## config.mk

```make
export PLATFORM = sky130hd
export DESIGN_NAME = median_window_ctrl
export DESIGN_NICKNAME = d
export VERILOG_FILES = /design/src/rtl/median_pkg.sv /design/src/rtl/median_tag_delay.sv /design/src/rtl/median_window_ctrl.sv
export SDC_FILE = /design/constraint.sdc
export NUM_CORES = 1
export LEC_CHECK = 0
export ABC_AREA = 1
export ABC_CLOCK_PERIOD_IN_PS = 1500
export CORE_MARGIN = 2
export CORE_UTILIZATION = 40
export CTS_BUF_LIST = sky130_fd_sc_hd__clkbuf_16
export DETAILED_ROUTE_END_ITERATION = 12
export GPL_ROUTABILITY_DRIVEN = 0
export GPL_TIMING_DRIVEN = 0
export HOLD_SLACK_MARGIN = 0.1
export PLACE_DENSITY_LB_ADDON = 0.1
export SLEW_MARGIN = 10
export SYNTH_ARGS = -nofsm -noshare
export SYNTH_HDL_FRONTEND = slang
export SYNTH_SLANG_ARGS = --single-unit
```

## constraint.sdc

```tcl
create_clock -name vga_clk -period 1.5 [get_ports vga_clk]
set_clock_uncertainty 0.15 [all_clocks]
set_input_delay 0.3 -clock vga_clk [delete_from_list [all_inputs] [get_ports vga_clk]]
set_output_delay 0.3 -clock vga_clk [all_outputs]
set_load 0.05 [all_outputs]
```

## src/rtl/median_pkg.sv

```systemverilog
// ============================================================================
// Module      : median_pkg
// Description : Shared types and constants for the 3x3 median window path.
// Revision    : 1.0 - initial release
// ============================================================================
`default_nettype none

package median_pkg;

  typedef enum logic [1:0] {
    ST_IDLE  = 2'd0,
    ST_PRIME = 2'd1,
    ST_RUN   = 2'd2
  } state_e;

  localparam int NUM_BANKS    = 3;
  localparam int H_ACTIVE_DEF = 640;
  localparam int V_ACTIVE_DEF = 480;
  // Comparator-tree depth of the single-colour median datapath.
  localparam int PIPE_LAT_DEF = 3;

  function automatic logic [1:0] bank_add(input logic [1:0] b, input logic [1:0] k);
    logic [2:0] s;
    s = {1'b0, b} + {1'b0, k};
    if (s >= 3'(NUM_BANKS)) s = s - 3'(NUM_BANKS);
    return s[1:0];
  endfunction

endpackage

`default_nettype wire

```

## src/rtl/median_tag_delay.sv

```systemverilog
// ============================================================================
// Module      : median_tag_delay
// Description : DEPTH-stage shift register carrying window tags alongside the
//               median pipeline.
// Revision    : 1.0 - initial release
// ============================================================================
`default_nettype none

module median_tag_delay #(
  parameter int DEPTH = 3,
  parameter int W     = 22
) (
  input  logic         clk_i,
  input  logic         rst_ni,
  input  logic [W-1:0] tag_i,
  output logic [W-1:0] tag_o
);

  generate
    if (DEPTH == 0) begin : g_passthru
      assign tag_o = tag_i;
    end else begin : g_shift
      logic [W-1:0] pipe_q [DEPTH];

      always_ff @(posedge clk_i or negedge rst_ni) begin
        if (!rst_ni) begin
          for (int i = 0; i < DEPTH; i++) pipe_q[i] <= '0;
        end else begin
          pipe_q[0] <= tag_i;
          for (int i = 1; i < DEPTH; i++) pipe_q[i] <= pipe_q[i-1];
        end
      end

      assign tag_o = pipe_q[DEPTH-1];
    end
  endgenerate

endmodule

`default_nettype wire

```

## src/rtl/median_window_ctrl.sv

```systemverilog
// ============================================================================
// Module      : median_window_ctrl
// Description : Scan tracking, line-buffer bank rotation and window/result
//               tagging for the 3x3 median filter in the VGA pixel domain.
// Revision    : 1.0 - initial release
// ============================================================================
`default_nettype none

module median_window_ctrl
  import median_pkg::*;
#(
  parameter int H_ACTIVE = H_ACTIVE_DEF,
  parameter int V_ACTIVE = V_ACTIVE_DEF,
  parameter int PIPE_LAT = PIPE_LAT_DEF,
  parameter int ADDR_W   = 10
) (
  input  logic              vga_clk,
  input  logic              rst_n,
  input  logic [9:0]        pixel_x,
  input  logic [9:0]        pixel_y,
  input  logic              filt_en_req,
  output logic              lb_wr_en,
  output logic [ADDR_W-1:0] lb_addr,
  output logic [1:0]        wr_bank,
  output logic [1:0]        rd_bank_top,
  output logic [1:0]        rd_bank_mid,
  output logic              win_valid,
  output logic              win_border,
  output logic              out_valid,
  output logic              out_sel,
  output logic [9:0]        out_x,
  output logic [9:0]        out_y,
  output logic              frame_start,
  output logic [1:0]        state
);

  localparam logic [9:0] H_MAX  = 10'(H_ACTIVE);
  localparam logic [9:0] H_LAST = 10'(H_ACTIVE - 1);
  localparam logic [9:0] V_MAX  = 10'(V_ACTIVE);
  localparam logic [9:0] V_LAST = 10'(V_ACTIVE - 1);
  localparam int         TAG_W  = 22;

  state_e     state_q, state_d;
  logic [1:0] wr_bank_q, wr_bank_d;
  logic       loaded_q, loaded_d;
  logic       filt_en_q, filt_en_d;
  logic       prev_origin_q;
  logic       frame_start_q;
  logic       win_valid_q, win_border_q;
  logic [9:0] win_x_q, win_y_q;

  logic             w_active, w_line_end, w_origin, w_fs, w_win, w_busy;
  logic [TAG_W-1:0] w_tag_in, w_tag_out;

  assign w_active   = (pixel_x < H_MAX) && (pixel_y < V_MAX);
  assign w_line_end = w_active && (pixel_x == H_LAST);
  assign w_origin   = (pixel_x == 10'd0) && (pixel_y == 10'd0);
  assign w_fs       = w_origin && !prev_origin_q;
  assign w_busy     = (state_q != ST_IDLE);
  assign w_win      = (state_q == ST_RUN) && w_active && (pixel_x != 10'd0);

  // Frame start outranks line end; a glitched restart re-primes from scratch.
  always_comb begin
    state_d   = state_q;
    wr_bank_d = wr_bank_q;
    loaded_d  = loaded_q;
    filt_en_d = filt_en_q;
    if (w_fs) begin
      state_d   = ST_PRIME;
      wr_bank_d = 2'd0;
      loaded_d  = 1'b0;
      filt_en_d = filt_en_req;
    end else if (w_line_end) begin
      case (state_q)
        ST_PRIME: begin
          wr_bank_d = bank_add(wr_bank_q, 2'd1);
          loaded_d  = 1'b1;
          if (loaded_q) state_d = ST_RUN;
        end
        ST_RUN: begin
          wr_bank_d = bank_add(wr_bank_q, 2'd1);
          if (pixel_y == V_LAST) state_d = ST_IDLE;
        end
        default: ;
      endcase
    end
  end

  always_ff @(posedge vga_clk or negedge rst_n) begin
    if (!rst_n) begin
      state_q       <= ST_IDLE;
      wr_bank_q     <= 2'd0;
      loaded_q      <= 1'b0;
      filt_en_q     <= 1'b0;
      prev_origin_q <= 1'b0;
      frame_start_q <= 1'b0;
      win_valid_q   <= 1'b0;
      win_border_q  <= 1'b0;
      win_x_q       <= 10'd0;
      win_y_q       <= 10'd0;
    end else begin
      state_q       <= state_d;
      wr_bank_q     <= wr_bank_d;
      loaded_q      <= loaded_d;
      filt_en_q     <= filt_en_d;
      prev_origin_q <= w_origin;
      frame_start_q <= w_fs;
      win_valid_q   <= w_win;
      win_border_q  <= w_win && (pixel_x == 10'd1);
      win_x_q       <= w_win ? pixel_x - 10'd1 : 10'd0;
      win_y_q       <= w_win ? pixel_y - 10'd1 : 10'd0;
    end
  end

  // Read banks are meaningless while idle and are held at zero there.
  assign lb_wr_en    = w_active && w_busy;
  assign lb_addr     = lb_wr_en ? ADDR_W'(pixel_x) : '0;
  assign wr_bank     = wr_bank_q;
  assign rd_bank_top = w_busy ? bank_add(wr_bank_q, 2'd1) : 2'd0;
  assign rd_bank_mid = w_busy ? bank_add(wr_bank_q, 2'd2) : 2'd0;
  assign win_valid   = win_valid_q;
  assign win_border  = win_border_q;
  assign frame_start = frame_start_q;
  assign state       = state_q;

  assign w_tag_in = {win_valid_q, win_border_q, win_x_q, win_y_q};

  median_tag_delay #(
    .DEPTH (PIPE_LAT),
    .W     (TAG_W)
  ) u_tag_delay (
    .clk_i  (vga_clk),
    .rst_ni (rst_n),
    .tag_i  (w_tag_in),
    .tag_o  (w_tag_out)
  );

  assign out_valid = w_tag_out[21];
  assign out_sel   = w_tag_out[21] && filt_en_q && !w_tag_out[20];
  assign out_x     = w_tag_out[19:10];
  assign out_y     = w_tag_out[9:0];

endmodule

`default_nettype wire

```

==> flow_summary.ini, run 1 <==
[final_layout]
area_growth_pct = 43.5
final_common_cell = dfrtp_1
final.fill_count = 716
final_cell_mix = 94 x dfrtp_1, 50 x buf_4, 34 x nor2_1, 30 x nand2_1
drive_gt1_share_pct = 42.8
instances_no_fill = 519
nNetsFinal = 441
fin_util_pct = 58.5
diodes = 0

[worst_setup_path]
cp_slowest_cell = dfrtp_2
crit_path_start_kind = flip-flop
crit_type = flip-flop to output pin
r2r_setup_slack_ns = -0.30
path_delay_family = buffers and inverters
path_cells = inv_2 > ha_4 > nor2_4 > buf_12 > inv_8 > nor2_4 > buf_8
critical_path_arrival_ns = 1.57
worst-r2r-cell-count = 7
cp.depth = 7
endpoint_kind = output pin
critPathMaxFanout = 5
cp.buffers_inverters = 4
cp.required_ns = 1.05
cpMostUsedCell = nor2_4
max_stage_delay_ns = 0.38

[yosys]
ys_seq_area_share_pct = 68.2
synth_cell_type_count = 21
syn_nets = 334
synth_top_cell_area_share_pct = 68.2
synth_seq_cells = 96
yosysTopAreaCell = dfrtp_1
syn-mean-instance-area_sq_um = 11.8
synthCells = 299
netlist_area_sq_mm = 0.00352
yosys_warnings = 0
netlist_top_cells_area = dfrtp_1 68%, nor2_1 5.4%, buf_4 4.3%, ha_1 4.3%, inv_1 3.5%

[sta]
period_share_pct = 135
setup-tns-final_ns = -10.96
relSlewSlack_pct = 67.2
rsz0062_at_grt = true
hold_viol_final = 0
setup_viol = 40
worst_pin_slew_ns = 0.494
fin_ws_ns = -0.518
min_period_ns = 2.02
fmax_mhz = 496
slew_violations = 0

[min_path]
hold_path.class = input port to flip-flop
holdPathStages = 3

[pwr]
ir_drop_mv = 0.640
finalPower_w = 0.00577
cellLeakagePower_nw = 2.64
powerDensity_mw_per_mm2 = 1140

[drt]
drc = 0
via_per_inst = 4.37
drt_wl_total_mm = 6.33
drtIter0Drc = 63
wl_met2_mm = 3.30
detail-route-antenna-nets = 0
avgRoutedWirePerCell_um = 12.2
via_count = 2270
first_pass_iters = 4
met1_length_mm = 2.68
wl_met3_um = 269
top_layer_used = met4

[global_route]
antenna_found_initial = 0
grt_pass1_wl_mm = 10.8
overflow = 0
grt.total_usage_pct = 14.2
grt_max_degree = 70
grt_pass1_vias = 2292

[clocking]
cts_tree = built
cts_max_level = 3
numCtsBuffers = 9
clockBufferDepth = 2
clock_latency_ns = 0.33
cts_sinks = 96
clk_pin_slew_ns = 0.07
cts_root_buf = clkbuf_16

[floorplan]
row_count = 34
die_area_sq_mm = 0.00958
fp.coreArea_sq_mm = 0.00864
num_io_pins = 67
die_h_um = 97.9
start_util_pct = 40.8
dieWidth_um = 97.9

[place]
dp_hpwl_mm = 4.08
dpl_worst_slack_ns = -1.46
port_buffers = 66
dp.cells = 474

[run_status]
violations = negative setup slack
outcome = complete, but fails checks

[job]
cap_violations = 0
==> flip-flops by register name, summed over array words and instances, names as in the netlist <==
signal and cells:
wr_bank 2, win_border 1, u_tag_delay.tag_o 22, filt_en_q 1, u_tag_delay.g_shift.pipe_q 44, state 2
win_x_q 10, prev_origin_q 1, loaded_q 1, frame_start 1, win_y_q 10, win_valid 1
==> report_power, final <==
group          switching (W)  internal [W]
Clock                0.00101       0.00133
Sequential         0.0000316       0.00271
Combinational       0.000432      0.000258
Total                0.00147       0.00429
==> worst register-to-register path: stages (launching register included) <==
cell and delay [ns]:
dfrtp_2 0.42, inv_2 0.08, buf_4 0.11, ha_1 0.21, nand3_1 0.09, or2_4 0.28, bufbuf_16 0.28, a21oi_2 0.10
==> Yosys cell counts <==
master and number:
a21oi_1 4, a21oi_2 2, buf_4 20, buf_6 2, dfrtp_1 96, ha_1 12, inv_1 33, inv_2 1
nand2_1 33, nand3_1 7, nand3_2 2, nand4_1 6, nor2_1 51, nor2_2 6, nor2_4 1, nor3_1 6
nor3_2 2, or2_2 2, or2_4 1, xnor2_1 2, xor2_1 10
==> layout make-up <==
| class | instances | area [sq um] | share of cell area [%] |
|---|---|---|---|
| Sequential cell | 96 | 2400 | 47.6 |
| Buffer | 22 | 180 | 3.56 |
| Multi-Input combinational cell | 147 | 1020 | 20.2 |
| Timing Repair Buffer | 95 | 847 | 16.8 |
| Clock buffer | 9 | 225 | 4.45 |
| Inverter | 34 | 140 | 2.77 |
| Timing Repair inverter | 1 | 11.3 | 0.223 |
| Tap cell | 108 | 135 | 2.67 |
| Clock inverter | 7 | 91.3 | 1.81 |
==> path summary, 6_finish.rpt <==
check                                                  to                            from
hold reg to reg                     u_tag_delay.tag_o[17]  u_tag_delay.g_shift.pipe_q[39]
hold / removal                                 win_x_q[7]                      pixel_x[7]
setup reg to reg                               win_y_q[2]                        state[0]
max in group asynchronous  u_tag_delay.g_shift.pipe_q[34]                           rst_n
setup / recovery                               lb_addr[8]                        state[0]
min in group asynchronous  u_tag_delay.g_shift.pipe_q[23]                           rst_n
==> metal layers <==
metal  vias up  track usage, %
met4         0            5.45
met2        43            23.3
met5         -               0
met1      1107            18.4
li1       1115               -
met3         5            3.29
==> cells by family (layout without fill, tap and decap cells) <==
logic type / after synthesis / after routing / synth area share, %
xor+xnor: 12 / 12 / 2.98
buf+inv: 56 / 168 / 8.52
compound gates: 6 / 6 / 1.07
flops: 96 / 96 / 68.2
fa+ha+maj: 12 / 12 / 4.26
simple gates: 117 / 117 / 15.0
==> stage by stage <==
| stage | instance area [sq um] | hold WS, ns |
|---|---|---|
| 5_1_grt | 5060 | 0.184 |
| 6_report | 5060 | 0.164 |
| 3_3_place_gp | 4440 | 0.181 |
| 3_5_place_dp | 4460 | 0.103 |
| 2_1_floorplan | 3640 | -0.146 |
| 4_1_cts | 4880 | 0.187 |
==> what timing repair did <==
action | in CTS | in global routing
buffers inserted | 14 | 12
pin swaps | 8 | 12
cloned | 1 | 1
hold buffers | 1 | 1
endpoints found under the hold margin | 27 | 1
resized for setup | 295 | 52
endpoints found under the setup margin | 74 | 55
No activity file was read; power rests on OpenSTA's default activity.
==> inputs of run 2 (changes only) <==
CAP_MARGIN = 15   (was default)
CORE_ASPECT_RATIO = 1.5   (was default)
==> run 2 against run 1 <==
Against the previous run: the flow still finishes with violations (negative setup slack); worst hold slack improved by 0.0092 ns; cell count fell by 0.39%; largest power group unchanged; largest cell class unchanged; sequential share of layout area rose by 0.61 points; critical endpoint is now lb_addr[9]; combinational power fell by 4.2%.
==> flow_summary.ini, run 2 (same netlist as run 1, synthesis figures left out) <==
[sta]
relSlewSlack_pct = 75.4
fin_ws_ns = -0.490
slew_violations = 0
setup_viol = 36
hold_viol_final = 0
period_share_pct = 133
rsz0062_at_grt = true
min_period_ns = 1.99
worst_pin_slew_ns = 0.368
fmax_mhz = 502

[floorplan]
num_io_pins = 67
fp.coreArea_sq_mm = 0.00846
die_area_sq_mm = 0.00959
start_util_pct = 41.6
row_count = 41
die_h_um = 119
dieWidth_um = 80.6

[final_layout]
max_flop_register = u_tag_delay.g_shift.pipe_q
final_cell_mix = 94 x dfrtp_1, 42 x buf_4, 32 x nor2_1, 31 x nand2_1, 26 x buf_2
final_common_cell = dfrtp_1
diodes = 0
area_growth_pct = 41.7
drive_gt1_share_pct = 42.9
largest_reg_flops = 44
fin_util_pct = 59.0
nNetsFinal = 440

[worst_setup_path]
cp_slowest_cell = dfrtp_2
path_cells = inv_4 > ha_4 > nor2_4 > buf_12 > inv_8 > nor2_4 > buf_6
crit_path_start_kind = flip-flop
path_delay_family = flip-flops
crit_type = flip-flop to output pin
cpMostUsedCell = nor2_4
critPathMaxFanout = 5
cp.required_ns = 1.05
crit_start = state[1]
cp.buffers_inverters = 4
critical_path_arrival_ns = 1.54
endpoint_kind = output pin
r2r-start = state[0]
max_stage_delay_ns = 0.40

[run_status]
violations = negative setup slack
outcome = complete, but fails checks

[pwr]
cellLeakagePower_nw = 2.58
switching_share_pct = 24.1
combPwrFrac_pct = 11.8
power_frac_clock_pct = 39.0
ir_drop_mv = 0.644
p_seq_share_pct = 49.1
p_sw_w = 0.00135
cellInternalPower_w = 0.00423
powerDensity_mw_per_mm2 = 1120

[global_route]
grt_pass1_vias = 2120
grt_pass1_wl_mm = 9.83
grt_max_degree = 70
antenna_found_initial = 0
overflow = 0
grt.total_usage_pct = 13.3

[drt]
drc = 0
detail-route-antenna-nets = 0
via_count = 2204
first_pass_iters = 4
via_per_inst = 4.26
avgRoutedWirePerCell_um = 11.6
drt_wl_total_mm = 6.00
drtIter0Drc = 108

[clocking]
cts_tree = built
clock_latency_ns = 0.33
numCtsBuffers = 9
cts_max_level = 3
cts_sinks = 96
clockBufferDepth = 2
clk_pin_slew_ns = 0.06
cts_root_buf = clkbuf_16

[place]
dpl_worst_slack_ns = -1.44
port_buffers = 66
dp_hpwl_mm = 3.92

[min_path]
min_from = pixel_x[7]
hold_path.class = input port to flip-flop

[job]
cap_violations = 0
## run 2: changes by cell type in the layout (fill, tap and decap cells not counted), sizes merged
cell,change
buf,+2
bufbuf,-1
clkbuf,-3
clkdlybuf4s15,+1
clkinv,-1
dlygate4sd2,+1
dlymetal6s2s,-1
inv,+1
## run 2: worst paths after layout
kind,cells past startpoint,endpoint,slack (ns)
max,7,lb_addr[9],-0.49
min,3,win_x_q[7],0.17
max reg2reg,7,win_y_q[2],-0.14
min reg2reg,0,u_tag_delay.g_shift.pipe_q[59],0.19
max in group asynchronous,3,state[0],0.26
min in group asynchronous,2,u_tag_delay.tag_o[1],0.29
## run 2: power by group through the flow
stage	registers [W]	logic, W	clock network [W]
finish	0.00274	0.000661	0.00218
global route	0.00275	0.000709	0.00235
CTS	0.00274	0.000625	0.00225
detailed placement	0.00279	0.000641	0
global placement	0.00279	0.000630	0
floorplan	0.00280	0.000366	0
## run 2: cell type report
| class | count | area, sq um |
|---|---|---|
| plain buffers | 22 | 173 |
| clock buffers | 9 | 225 |
| clock inverters | 7 | 67.6 |
| fillers | 687 | 3470 |
| inverters | 34 | 140 |
| multi-input cells | 147 | 1030 |
| flip-flops and latches | 96 | 2400 |
| well taps | 107 | 134 |
| repair buffers | 94 | 805 |
| repair inverters | 1 | 8.76 |
## run 2: what timing repair did
action,CTS,global route
hold buffers,1,1
gates resized for setup,302,36
buffers inserted,14,12
cloned,1,0
endpoints found under the setup margin,74,47
hold endpoints to repair,27,1
pin swaps,12,14
## run 2: worst min-delay path, stage by stage
cell      delay, ns
clkbuf_2       0.12
nor2_1         0.13
nor3_2         0.06
## run 2: through the flow
stage	area, sq um	hold WS, ns	setup TNS, ns	total power [W]	std cells
finish	4990	0.173	-8.46	0.00558	517
global route	4990	0.189	-11.37	0.00582	517
CTS	4810	0.192	-8.61	0.00562	505
detailed placement	4460	0.0933	-41.94	0.00343	473
global placement	4440	0.181	-350.27	0.00342	472
floorplan	3640	-0.146	-8.56	0.00316	299
## run 2: routing by layer
layer / wire length, um / vias up / track usage (%)
li1: - / 1107 / -
met1: 2500 / 1039 / 16.8
met3: 292 / 6 / 2.95
met2: 3140 / 52 / 21.5
met4: 69 / 0 / 6.04
met5: 0 / - / 0
==> inputs of run 3 (changes only) <==
SETUP_SLACK_MARGIN = 0.4   (was default)
==> run 3 against run 2 <==
Against the previous run: the run ends with negative hold slack, negative setup slack left; wire length up 5.2%; sequential cell count unchanged; worst hold slack worse by 0.33 ns.
==> flow_summary.ini, run 3 (same netlist as run 1, synthesis figures left out) <==
[run_status]
outcome = complete, but fails checks
violations = negative hold slack, negative setup slack

[clocking]
numCtsBuffers = 9
clock_latency_ns = 0.34
cts_root_buf = clkbuf_16
cts_tree = built
cts.hold.buffers_added = 2
clk_pin_slew_ns = 0.06
clockBufferDepth = 2
cts_max_level = 3
cts_sinks = 96

[global_route]
grt_pass1_wl_mm = 10.1
grt_max_degree = 58
overflow = 0
antenna_found_initial = 0
grt.total_usage_pct = 14.2
grt_pass1_vias = 2156

[sta]
fmax_mhz = 493
hold_viol_final = 56
rsz0062_at_grt = true
slew_violations = 0
worst_pin_slew_ns = 0.681
period_share_pct = 135
relSlewSlack_pct = 54.6
min_period_ns = 2.03
setup_viol = 41
fin_ws_ns = -0.528
timing.hold.ws_ns = -0.152

[final_layout]
nNetsFinal = 444
drive_gt1_share_pct = 52.1
multiInputGateArea_sq_mm = 0.00120
largest_reg_flops = 44
area_growth_pct = 58.8
max_flop_register = u_tag_delay.g_shift.pipe_q
instances_no_fill = 520
final_common_cell = dfrtp_1
final_cell_mix = 91 x dfrtp_1, 44 x buf_6, 33 x buf_8, 31 x nor2_4, 28 x nand2_1
final.fill_count = 639
final-seq-area_sq_mm = 0.00241
diodes = 0
fin_util_pct = 66.1

[drt]
drc = 0
drt_wl_total_mm = 6.31
via_per_inst = 4.34
avgRoutedWirePerCell_um = 12.1
first_pass_iters = 4
detail-route-antenna-nets = 0
drtIter0Drc = 108
via_count = 2259

[floorplan]
die_h_um = 119
num_io_pins = 67
row_count = 41
fp.coreArea_sq_mm = 0.00846
start_util_pct = 41.6
die_area_sq_mm = 0.00959
dieWidth_um = 80.6

[min_path]
hold_path.class = input port to asynchronous set/reset pin

[worst_setup_path]
crit_start = pixel_y[6]
cpMostUsedCell = nor2_4
critPathMaxFanout = 5
endpoint_kind = output pin
cp.buffers_inverters = 4
max_stage_delay_ns = 0.28
crit_type = input port to output pin
cp_slowest_cell = dlygate4sd2_1
r2r-start = state[0]
path_cells = dlygate4sd2_1 > nand2_2 > inv_1 > nand3_2 > nand2_4 > nor2_4 > clkinv_4 > nor2_4 > buf_8
crit_path_start_kind = input port
path_delay_family = simple AND/OR/NAND/NOR gates
critical_path_arrival_ns = 1.58
cp.required_ns = 1.05

[place]
dp_hpwl_mm = 3.99
dp.cells = 473
port_buffers = 66

[pwr]
finalPower_w = 0.00594
powerDensity_mw_per_mm2 = 1060
cellLeakagePower_nw = 2.70
ir_drop_mv = 0.814

[job]
cap_violations = 0
[run 3: cell count changes in the layout (fill, tap and decap cells not counted), sizes merged]
cell	delta
clkinvlp	+2
inv	-3
dlygate4sd2	-10
bufinv	+1
clkinv	-1
buf	+11
clkdlybuf4s15	+5
clkbuf	-2
[run 3: per-layer routing]
layer / up-vias / part of all wire (%) / global-route usage (%)
li1: 1111 / - / -
met1: 1084 / 38 / 16.8
met2: 54 / 55 / 23.5
met3: 10 / 3.9 / 3.18
met4: 0 / 2.9 / 8.05
met5: - / 0 / 0
[run 3: final cells by class]
cell class              count  share of cell area, %
flip-flops and latches     96                   43.0
multi-input cells         147                   21.5
repair buffers             98                   19.9
plain buffers              22                   4.56
clock buffers               9                   4.03
inverters                  34                   2.84
well taps                 107                   2.39
clock inverters             6                   1.52
repair inverters            1                  0.157
[run 3: final timing paths]
check,endpoint,slack (ns),cells after the start
worst max-delay path,lb_addr[5],-0.53,9
worst min-delay path,u_tag_delay.tag_o[2],-0.15,1
worst max register to register,win_x_q[7],-0.24,8
worst min register to register,u_tag_delay.g_shift.pipe_q[41],0.19,0
max in group asynchronous,u_tag_delay.tag_o[21],0.67,2
min in group vga_clk,win_x_q[9],0.15,3
[run 3: where the power goes]
part / leakage [nW] / internal [W] / switching, W
Clock: 0.155 / 0.00145 / 0.000890
Sequential: 1.26 / 0.00271 / 0.0000371
Combinational: 1.28 / 0.000364 / 0.000487
[run 3: repair_timing]
item | in CTS | in global routing
pin swaps | 19 | 8
gates resized for setup | 456 | 52
setup endpoints to repair | 74 | 74
endpoints found under the hold margin | 58 | 56
setup buffers | 20 | 7
cloned | 3 | 0
[run 3: through the flow]
stage | setup TNS [ns] | area, sq um | setup slack [ns] | hold slack, ns
after detailed placement | -41.08 | 4500 | -1.45 | 0.185
after CTS | -8.04 | 5370 | -0.535 | -0.126
after global placement | -352.90 | 4480 | -3.58 | 0.182
final | -10.45 | 5600 | -0.528 | -0.152
after floorplan | -8.14 | 3680 | -0.551 | -0.146
after global routing | -12.42 | 5600 | -0.605 | -0.0923
